===== src/rtl/difftest_step_pkg.sv =====
// Shared types and sizing helpers for the difftest step scheduler.
package difftest_step_pkg;

  typedef enum logic [1:0] {
    IDLE  = 2'd0,
    ACCUM = 2'd1,
    ISSUE = 2'd2,
    HALT  = 2'd3
  } sched_state_e;

  localparam int unsigned DEF_NUM_CORES = 2;
  localparam int unsigned DEF_STEP_W    = 8;

  // Width of the lane sum: one extra bit per doubling of the lane count.
  function automatic int unsigned sum_width(input int unsigned step_w,
                                            input int unsigned num_cores);
    return step_w + $clog2(num_cores);
  endfunction

  localparam int unsigned SUM_W = DEF_STEP_W + $clog2(DEF_NUM_CORES);

endpackage


===== src/rtl/difftest_step_adder_tree.sv =====
// Combinational sum of all per-core step lanes, zero-extended to OUT_W.
module difftest_step_adder_tree
  import difftest_step_pkg::*;
#(
  parameter int unsigned NUM_CORES = DEF_NUM_CORES,
  parameter int unsigned STEP_W    = DEF_STEP_W,
  parameter int unsigned OUT_W     = SUM_W
) (
  input  logic [NUM_CORES*STEP_W-1:0] in_step,
  output logic [OUT_W-1:0]            sum
);

  // Accumulate every lane; OUT_W is wide enough that this never overflows.
  always_comb begin
    sum = '0;
    for (int unsigned i = 0; i < NUM_CORES; i++) begin
      sum = sum + OUT_W'(in_step[i*STEP_W +: STEP_W]);
    end
  end

endmodule


===== src/rtl/difftest_step_scheduler.sv =====
// Batches per-core commit step counts into step requests for the simulator
// step sink, and freezes on the first nonzero deferred result from the host.
module difftest_step_scheduler
  import difftest_step_pkg::*;
#(
  parameter int unsigned NUM_CORES  = DEF_NUM_CORES,
  parameter int unsigned STEP_W     = DEF_STEP_W,
  parameter int unsigned ACC_W      = 16,
  parameter int unsigned BATCH      = 32,
  parameter int unsigned TIMEOUT    = 1024,
  parameter int unsigned HIGH_WATER = 60000
) (
  input  logic                        clock,
  input  logic                        reset,
  input  logic [NUM_CORES*STEP_W-1:0] in_step,
  input  logic                        in_valid,
  output logic                        in_ready,
  input  logic                        flush,
  output logic                        out_valid,
  output logic [STEP_W-1:0]           out_step,
  input  logic                        out_ready,
  input  logic [7:0]                  result,
  output logic                        halted,
  output logic [7:0]                  halt_code,
  output logic [ACC_W-1:0]            pending
);

  localparam int unsigned LANE_SUM_W = sum_width(STEP_W, NUM_CORES);
  localparam int unsigned TIMER_W    = $clog2(TIMEOUT + 1);

  localparam logic [ACC_W-1:0]   BATCH_L    = ACC_W'(BATCH);
  localparam logic [ACC_W-1:0]   HWATER_L   = ACC_W'(HIGH_WATER);
  localparam logic [ACC_W-1:0]   STEP_MAX_L = ACC_W'((64'd1 << STEP_W) - 64'd1);
  localparam logic [TIMER_W-1:0] TIMEOUT_L  = TIMER_W'(TIMEOUT - 1);

  logic [LANE_SUM_W-1:0] lane_sum;

  sched_state_e         state_q, state_d;
  logic [ACC_W-1:0]     acc_q, acc_d;
  logic [TIMER_W-1:0]   timer_q, timer_d;
  logic                 out_valid_q, out_valid_d;
  logic [STEP_W-1:0]    out_step_q, out_step_d;
  logic                 halted_q, halted_d;
  logic [7:0]           halt_code_q, halt_code_d;
  logic                 in_ready_q, in_ready_d;

  logic                 in_fire;
  logic                 out_fire;
  logic                 halt_now;
  logic [ACC_W-1:0]     add_amt;
  logic [ACC_W-1:0]     sub_amt;
  logic [ACC_W:0]       acc_plus;
  logic [ACC_W-1:0]     acc_next;
  logic [STEP_W-1:0]    capped_step;

  difftest_step_adder_tree #(
    .NUM_CORES (NUM_CORES),
    .STEP_W    (STEP_W),
    .OUT_W     (LANE_SUM_W)
  ) u_adder_tree (
    .in_step (in_step),
    .sum     (lane_sum)
  );

  // Handshakes, accumulator arithmetic and the request size cap.
  always_comb begin
    in_fire     = in_valid & in_ready_q;
    out_fire    = out_valid_q & out_ready;
    add_amt     = in_fire ? ACC_W'(lane_sum) : '0;
    sub_amt     = out_fire ? ACC_W'(out_step_q) : '0;
    acc_plus    = {1'b0, acc_q} + {1'b0, add_amt};
    acc_next    = acc_plus[ACC_W-1:0] - sub_amt;
    halt_now    = halted_q | (result != 8'd0);
    capped_step = (acc_q > STEP_MAX_L) ? '1 : acc_q[STEP_W-1:0];
  end

  // Next-state logic. Outputs are derived from the next state so every
  // output port comes straight from a flop.
  always_comb begin
    state_d     = state_q;
    acc_d       = acc_next;
    timer_d     = timer_q;
    out_step_d  = out_step_q;

    unique case (state_q)
      IDLE: begin
        timer_d = '0;
        if (halt_now) begin
          state_d = HALT;
        end else if (in_fire && (lane_sum != '0)) begin
          state_d = ACCUM;
        end
      end
      ACCUM: begin
        timer_d = timer_q + TIMER_W'(1);
        if (halt_now) begin
          state_d = HALT;
        end else if ((acc_q >= BATCH_L) || (timer_q == TIMEOUT_L) ||
                     (flush && (acc_next != '0))) begin
          // acc_q is never zero in ACCUM, so the latched size is never zero
          // and never exceeds what out_fire later subtracts from acc.
          state_d    = ISSUE;
          timer_d    = '0;
          out_step_d = capped_step;
        end
      end
      ISSUE: begin
        timer_d = '0;
        if (out_fire) begin
          if (halt_now) begin
            state_d = HALT;
          end else if (acc_next != '0) begin
            state_d = ACCUM;
          end else begin
            state_d = IDLE;
          end
        end
      end
      HALT: begin
        acc_d   = acc_q;
        timer_d = '0;
      end
      default: begin
        state_d = IDLE;
        acc_d   = '0;
        timer_d = '0;
      end
    endcase

    halted_d    = halt_now;
    halt_code_d = (!halted_q && (result != 8'd0)) ? result : halt_code_q;
    in_ready_d  = !halted_d && (acc_d < HWATER_L);
    out_valid_d = (state_d == ISSUE);
  end

  // All scheduler state, synchronously reset.
  always_ff @(posedge clock) begin
    if (reset) begin
      state_q     <= IDLE;
      acc_q       <= '0;
      timer_q     <= '0;
      out_valid_q <= 1'b0;
      out_step_q  <= '0;
      halted_q    <= 1'b0;
      halt_code_q <= 8'd0;
      in_ready_q  <= 1'b1;
    end else begin
      state_q     <= state_d;
      acc_q       <= acc_d;
      timer_q     <= timer_d;
      out_valid_q <= out_valid_d;
      out_step_q  <= out_step_d;
      halted_q    <= halted_d;
      halt_code_q <= halt_code_d;
      in_ready_q  <= in_ready_d;
    end
  end

  assign in_ready  = in_ready_q;
  assign out_valid = out_valid_q;
  assign out_step  = out_step_q;
  assign halted    = halted_q;
  assign halt_code = halt_code_q;
  assign pending   = acc_q;

  // The accumulator must neither wrap on add nor borrow on subtract.
  acc_no_wrap_a: assert property (@(posedge clock) disable iff (reset)
    (!acc_plus[ACC_W] && (acc_plus >= {1'b0, sub_amt})));

  // A presented request always carries at least one step.
  step_nonzero_a: assert property (@(posedge clock) disable iff (reset)
    (!out_valid_q || (out_step_q != '0)));

endmodule

===== config.mk =====
export PLATFORM = sky130hd
export DESIGN_NAME = difftest_step_scheduler
export DESIGN_NICKNAME = d
export VERILOG_FILES = /design/src/rtl/difftest_step_pkg.sv /design/src/rtl/difftest_step_adder_tree.sv /design/src/rtl/difftest_step_scheduler.sv
export SDC_FILE = /design/constraint.sdc
export NUM_CORES = 1
export LEC_CHECK = 0
export CORE_MARGIN = 2
export CORE_UTILIZATION = 58
export DETAILED_ROUTE_END_ITERATION = 6
export GPL_TIMING_DRIVEN = 1
export PLACE_DENSITY_LB_ADDON = 0.15
export SYNTH_ARGS = -nofsm -noshare
export SYNTH_HDL_FRONTEND = slang
export SYNTH_HIERARCHICAL = 1
export SYNTH_SLANG_ARGS = --single-unit
export TNS_END_PERCENT = 100

===== constraint.sdc =====
create_clock -name clock -period 13.3 [get_ports clock]
set_clock_uncertainty 0.15 [all_clocks]
set_input_delay 2.66 -clock clock [delete_from_list [all_inputs] [get_ports clock]]
set_output_delay 2.66 -clock clock [all_outputs]
set_load 0.1 [all_outputs]

Word-level counts from Yosys, hierarchy flattened
Index checks and enable logic that the tools add are counted.
{ "word_totals": {"register_bits": 48, "latchBits": 0, "mem_bits_rw": 0, "mem_bits_ro": 0, "inputBits": 29, "out_inout_bits": 35, "wordCells": 53, "n_memories": 0} }
{ "classes": {"add_sub_neg": 4, "mul": 0, "div": 0, "magnitude_cmp": 3, "eq_ne": 5, "shifts": 0, "n_mux": 15, "bitwise_logic": 4, "n_reduce_logical": 14} }
{ "op_table": {"columns": ["operator", "count"], "rows": [
  ["$mux W11", 2],
  ["$pmux W11 S2", 1],
  ["$add A16 B9 Y16", 1],
  ["$ge A16 B6 Y1 const B", 1],
  ["$gt A16 B8 Y1 const B", 1],
  ["$lt A16 B16 Y1 const B", 1],
  ["$mux W16", 1],
  ["$mux W8", 2],
  ["$reduce_bool A16 Y1", 1],
  ["$sub A16 B8 Y16", 1],
  ["$mux W2", 6],
  ["$add A11 B1 Y11 const B", 1],
  ["$eq A11 B10 Y1 const B", 1],
  ["$add A8 B8 Y9", 1],
  ["$mux W9", 1],
  ["$reduce_bool A9 Y1", 1],
  ["$reduce_bool A8 Y1", 1],
  ["$eq A2 B2 Y1 const B", 3],
  ["$pmux W2 S3", 1],
  ["$logic_and A1 B1 Y1", 4],
  ["$reduce_and A3 Y1", 1],
  ["$reduce_or A3 Y1", 1],
  ["$and A1 B1 Y1", 2],
  ["$eq A2 B1 Y1 const B", 1],
  ["other kinds (6)", 8]
]} }

Longest topological paths before layout
{ "depth": {"ltp_word": 11, "mapped_depth": 20, "mapped_depth_nobuf": 19} }

By module
The synthesis kept the hierarchy.
{ "modules_own_cells": {"columns": ["module", "n_inst", "cells_each", "area_each_um2"], "rows": [
  ["difftest_step_scheduler", 1, 408, 3358.2],
  ["difftest_step_adder_tree", 1, 42, 324.1]
]} }

Worst setup path before layout
OpenSTA, ideal clock, no wires.
{ "synth_path": {"kind": "in2reg", "from": "input in_step[4]", "to": "register out_step_q[3] (netlist: out_step[3])", "arrival_ps": 6904, "required_time_ps": 13022, "path_slack_ps": 6119, "stages": 19, "cell_sequence": "ha_1 -> a21o_1 -> a2111oi_0 -> mux2i_1 -> nand2_1 -> nand2_1 -> fa_1 -> inv_1 -> ha_1 -> a21oi_4 -> o21ai_1 -> a31o_1 -> or4_4 -> a2111oi_4 -> a41oi_2 -> o2111ai_2 -> buf_6 -> mux2i_1 -> nor2_1"} }
{ "synth_between": {"elab_chain_len": 8} }
{ "synth_rtl": {"columns": ["item", "line_no", "text"], "rows": [
  ["start: declaration", "difftest_step_scheduler.sv:15", "input logic [NUM_CORES*STEP_W-1:0] in_step,"],
  ["$add A8 B8 Y9", "difftest_step_adder_tree.sv:17", "sum = sum + OUT_W'(in_step[i*STEP_W +: STEP_W]);"],
  ["via lane_sum[7]", "difftest_step_scheduler.sv:36", "logic [LANE_SUM_W-1:0] lane_sum;"],
  ["$mux W9", "difftest_step_scheduler.sv:69", "add_amt = in_fire ? ACC_W'(lane_sum) : '0;"],
  ["$add A16 B9 Y16", "difftest_step_scheduler.sv:71", "acc_plus = {1'b0, acc_q} + {1'b0, add_amt};"],
  ["$sub A16 B8 Y16", "difftest_step_scheduler.sv:72", "acc_next = acc_plus[ACC_W-1:0] - sub_amt;"],
  ["$reduce_bool A16 Y1", "difftest_step_scheduler.sv:99", "(flush && (acc_next != '0))) begin"],
  ["$logic_and A1 B1 Y1", "difftest_step_scheduler.sv:99", null],
  ["$logic_or A1 B1 Y1", "difftest_step_scheduler.sv:98", "end else if ((acc_q >= BATCH_L) || (timer_q == TIMEOUT_L) ||"],
  ["$reduce_and A3 Y1 (no source line)", null, null],
  ["end signal: assignment", "difftest_step_scheduler.sv:152", "out_step_q <= out_step_d;"],
  ["end: declaration", "difftest_step_scheduler.sv:42", "logic [STEP_W-1:0] out_step_q, out_step_d;"]
]} }
The timed path passes the listed nets, and every way through them passes these cells.
A chain may end at the register's enable or synchronous reset.

Final worst setup path
{ "layout_path": {"from": "input in_step[0]", "to": "register out_step_q[3] (netlist: out_step[3])"} }
Same word-level chain as after synthesis.

==> summary.txt <==
Synthesis
  – Syn Inst Count: 450
  – Synth warnings: 6
  – Yosys reg bits: 48
  – Synthesized Nets: 519
  – Mapped cell area: 0.00368 mm^2
  – Sequential area share after synthesis: 0.261
  – Post-synth cell types: 63
  – EDFF count, synth: 0
  – Synth async-reset ratio: 0
  – Syn avg cell area: 8.18 um^2
  – Most used DFF post-synth: dfxtp_1

Floorplanning
  – Full die area: 0.00700 mm^2
  – Core area: 0.00624 mm^2
  – Initial core utilization: 0.590
  – Chip width: 83.7 um
  – Die extent in y: 83.7 um
  – FP Rows: 29
  – I/O pin count: 64

Clocking
  – # resized after CTS: 0
  – Setup repair bufs after CTS: 0
  – H-tree depth: 2
  – Hold_buf cts: 0
  – Clock Latency Late Sink: 0.30 ns
  – Deepest clock path buffer count: 2
  – CTS tree: built
  – Clk root buf: clkbuf_8
  – Inserted Clock Buffers: 5
  – Clock tree sinks: 48
  – Clk pin slew, worst setup/hold paths: 0.09 ns

Global routing
  – Initial antenna violation count: 0
  – Pin count of the biggest net entering global routing: 36
  – M2 GR Usage: 0.475
  – First-pass GRT wire length: 15.5 mm
  – Tot GR Track Use: 0.268
  – Grt ovf: 0
  – Number of global-route vias before repair: 3431
  – Busiest grt layer: met2
  – Met3 Usage GRT: 0.0386
  – Met1 Use GR: 0.333

Pwr
  – Peak VDD IR: 0.190 mV
  – Pleak: 1.92 nW
  – Power per Cell Area: 263 mW/mm^2

Cells and area
  – Most common cell after layout, fill and taps aside: clkdlybuf4s50_1
  – Area added between synthesis and finish: 22.1%
  – Layout cells sized above 1: 0.0508
  – Nets: 580
  – Commonest non-fill, non-tap cells in the layout: clkdlybuf4s50_1 (63), nor2_1 (53), dfxtp_1 (48), inv_1 (42), nand2_1 (37)
  – Post-Layout Cell Count: 589
  – Fin util: 0.721
  – Fill count: 502
  – ANT cells: 0

Route
  – Drt wl/cell: 15.7 um
  – Post-route ant nets: 0
  – WL final: 9.23 mm
  – DR iter-0 viols: 222
  – Via count: 3474
  – Total iterations of the first detailed-routing run: 4
  – Vias per cell: 5.90
  – DR DRC count: 0

Timing
  – Achievable Freq: 124 MHz
  – # setup viols final: 0
  – RSZ-0062 raised after global routing: false
  – Final TNS setup: 0 ns
  – Final period util: 0.608
  – Endpoints failing hold: 0
  – WHS: 0.315 ns
  – Final min period: 8.08 ns
  – Max-slew violations: 0
  – Worst Tran Pin Value: 0.985 ns
  – Slew HR: 0.342

Setup path
  – CP endpoint kind: flop
  – Worst setup path start: in_step[0]
  – CP arrival: 8.12 ns
  – CP startpoint kind: input pin
  – Worst-path maximum fanout: 12
  – Worst endpoint required time: 13.34 ns
  – Critical path type: in -> reg
  – Reg-to-Reg Start: in_ready$_SDFF_PP1_

Placement
  – Port Buffer Count: 63
  – RePlAce Congestion: 0.896
  – Placed Cells: 581
  – Post-DP HPWL: 7.39 mm

Status
  – Outcome: complete, no violations

Min path
  – Hold wc startpoint: timer_q[0]$_SDFF_PP0_
  – Worst min-delay path class: reg -> reg

Flow run
  – Max Cap Viol: 0
==> path summary, 6_finish.rpt <==
path | slack, ns | depth (start not counted) | end
worst max-delay path | 5.22 | 20 | out_step[3]$_SDFFE_PP0P_
worst min-delay path | 0.32 | 1 | timer_q[0]$_SDFF_PP0_
worst max register to register | 8.26 | 14 | out_step[3]$_SDFFE_PP0P_
worst min register to register | 0.32 | 1 | timer_q[0]$_SDFF_PP0_
==> worst max-delay path, stage by stage <==
cell and delay (ns):
clkdlybuf4s50_1 0.40, ha_1 0.23, fa_1 0.40, a21oi_1 0.23, nor2_1 0.07, nor2_1 0.16
xnor2_1 0.16, nand2_1 0.09, fa_1 0.49, inv_1 0.04, ha_1 0.38, a2111oi_0 0.45
a21oi_1 0.15, o21a_1 0.19, o311a_1 0.35, nor4_1 0.44, a41oi_2 0.26, o2111ai_2 0.65
mux2i_1 0.27, nor2_1 0.06
==> power by group <==
group | internal [mW] | total (mW) | switching (mW)
sequential | 0.167 | 0.195 | 0.0283
clock | 0.0663 | 0.114 | 0.0477
combinational | 0.299 | 0.874 | 0.575
total | 0.532 | 1.18 | 0.651
==> final cells by class <==
type / count / area, um^2 / area share
clock buffer: 7 / 96.3 / 0.0214
clock inverter: 1 / 30.0 / 0.00668
inverter: 43 / 161 / 0.0359
multi-input combinational: 349 / 2510 / 0.559
sequential: 48 / 961 / 0.214
tap: 77 / 96.3 / 0.0214
timing repair buffer: 64 / 638 / 0.142
==> Yosys cell counts (2+ instances only) <==
library cell,instances,share of area
nor3b_1,4,0.0082
o211ai_1,4,0.0082
xnor2_1,10,0.024
nand3_1,16,0.022
a211oi_1,5,0.010
nor4_1,5,0.0085
and4_1,2,0.0048
o21bai_1,3,0.0061
nand2b_1,5,0.0085
a21o_1,9,0.018
o21a_1,2,0.0041
ha_1,31,0.11
or3_1,3,0.0051
and3_1,13,0.022
nor2_1,53,0.054
nor3_1,13,0.018
fa_1,9,0.049
a2111oi_0,3,0.0071
dfxtp_1,48,0.26
nand2_1,37,0.038
a31o_1,2,0.0048
xor2_1,9,0.021
a221oi_1,3,0.0071
a21oi_4,2,0.0088
nand4_1,4,0.0068
o21ai_0,10,0.014
inv_1,42,0.043
a41oi_1,2,0.0048
nor2b_1,9,0.015
o21ai_1,3,0.0041
a311o_1,2,0.0054
or2_2,4,0.0068
mux2i_1,19,0.052
a21oi_1,26,0.035
and2_1,4,0.0068
clkbuf_1,7,0.0071
==> logic make-up after synthesis <==
family / Yosys count / share of synthesized area
xor gates and xnor gates: 19 / 0.0452
AOI/OAI and AO/OA: 93 / 0.189
muxes: 20 / 0.0547
buffers and inverters: 53 / 0.0564
DFF: 48 / 0.261
and+or+nand+nor: 177 / 0.239
adders and majority gates: 40 / 0.154
==> sequential cells by signal, indices dropped and copies added, names as in the netlist <==
| signal | count |
|---|---|
| in_ready | 1 |
| pending | 16 |
| out_valid | 1 |
| halted | 1 |
| out_step | 8 |
| halt_code | 8 |
| timer_q | 11 |
| state_q | 2 |
==> metal layers <==
metal / share of wire / routed length (um)
met4: 0.020 / 182
met3: 0.060 / 551
met1: 0.41 / 3770
met2: 0.51 / 4730
met5: 0 / 0
==> metrics by stage <==
stage	setup slack [ns]	instance area [um^2]	total power, mW
2_1_floorplan	6.12	3680	0.857
3_3_place_gp	5.12	4370	1.04
3_5_place_dp	4.94	4370	1.05
4_1_cts	5.25	4500	1.17
5_1_grt	4.80	4500	1.26
6_report	5.22	4500	1.18
No activity file was read; power rests on OpenSTA's default activity.
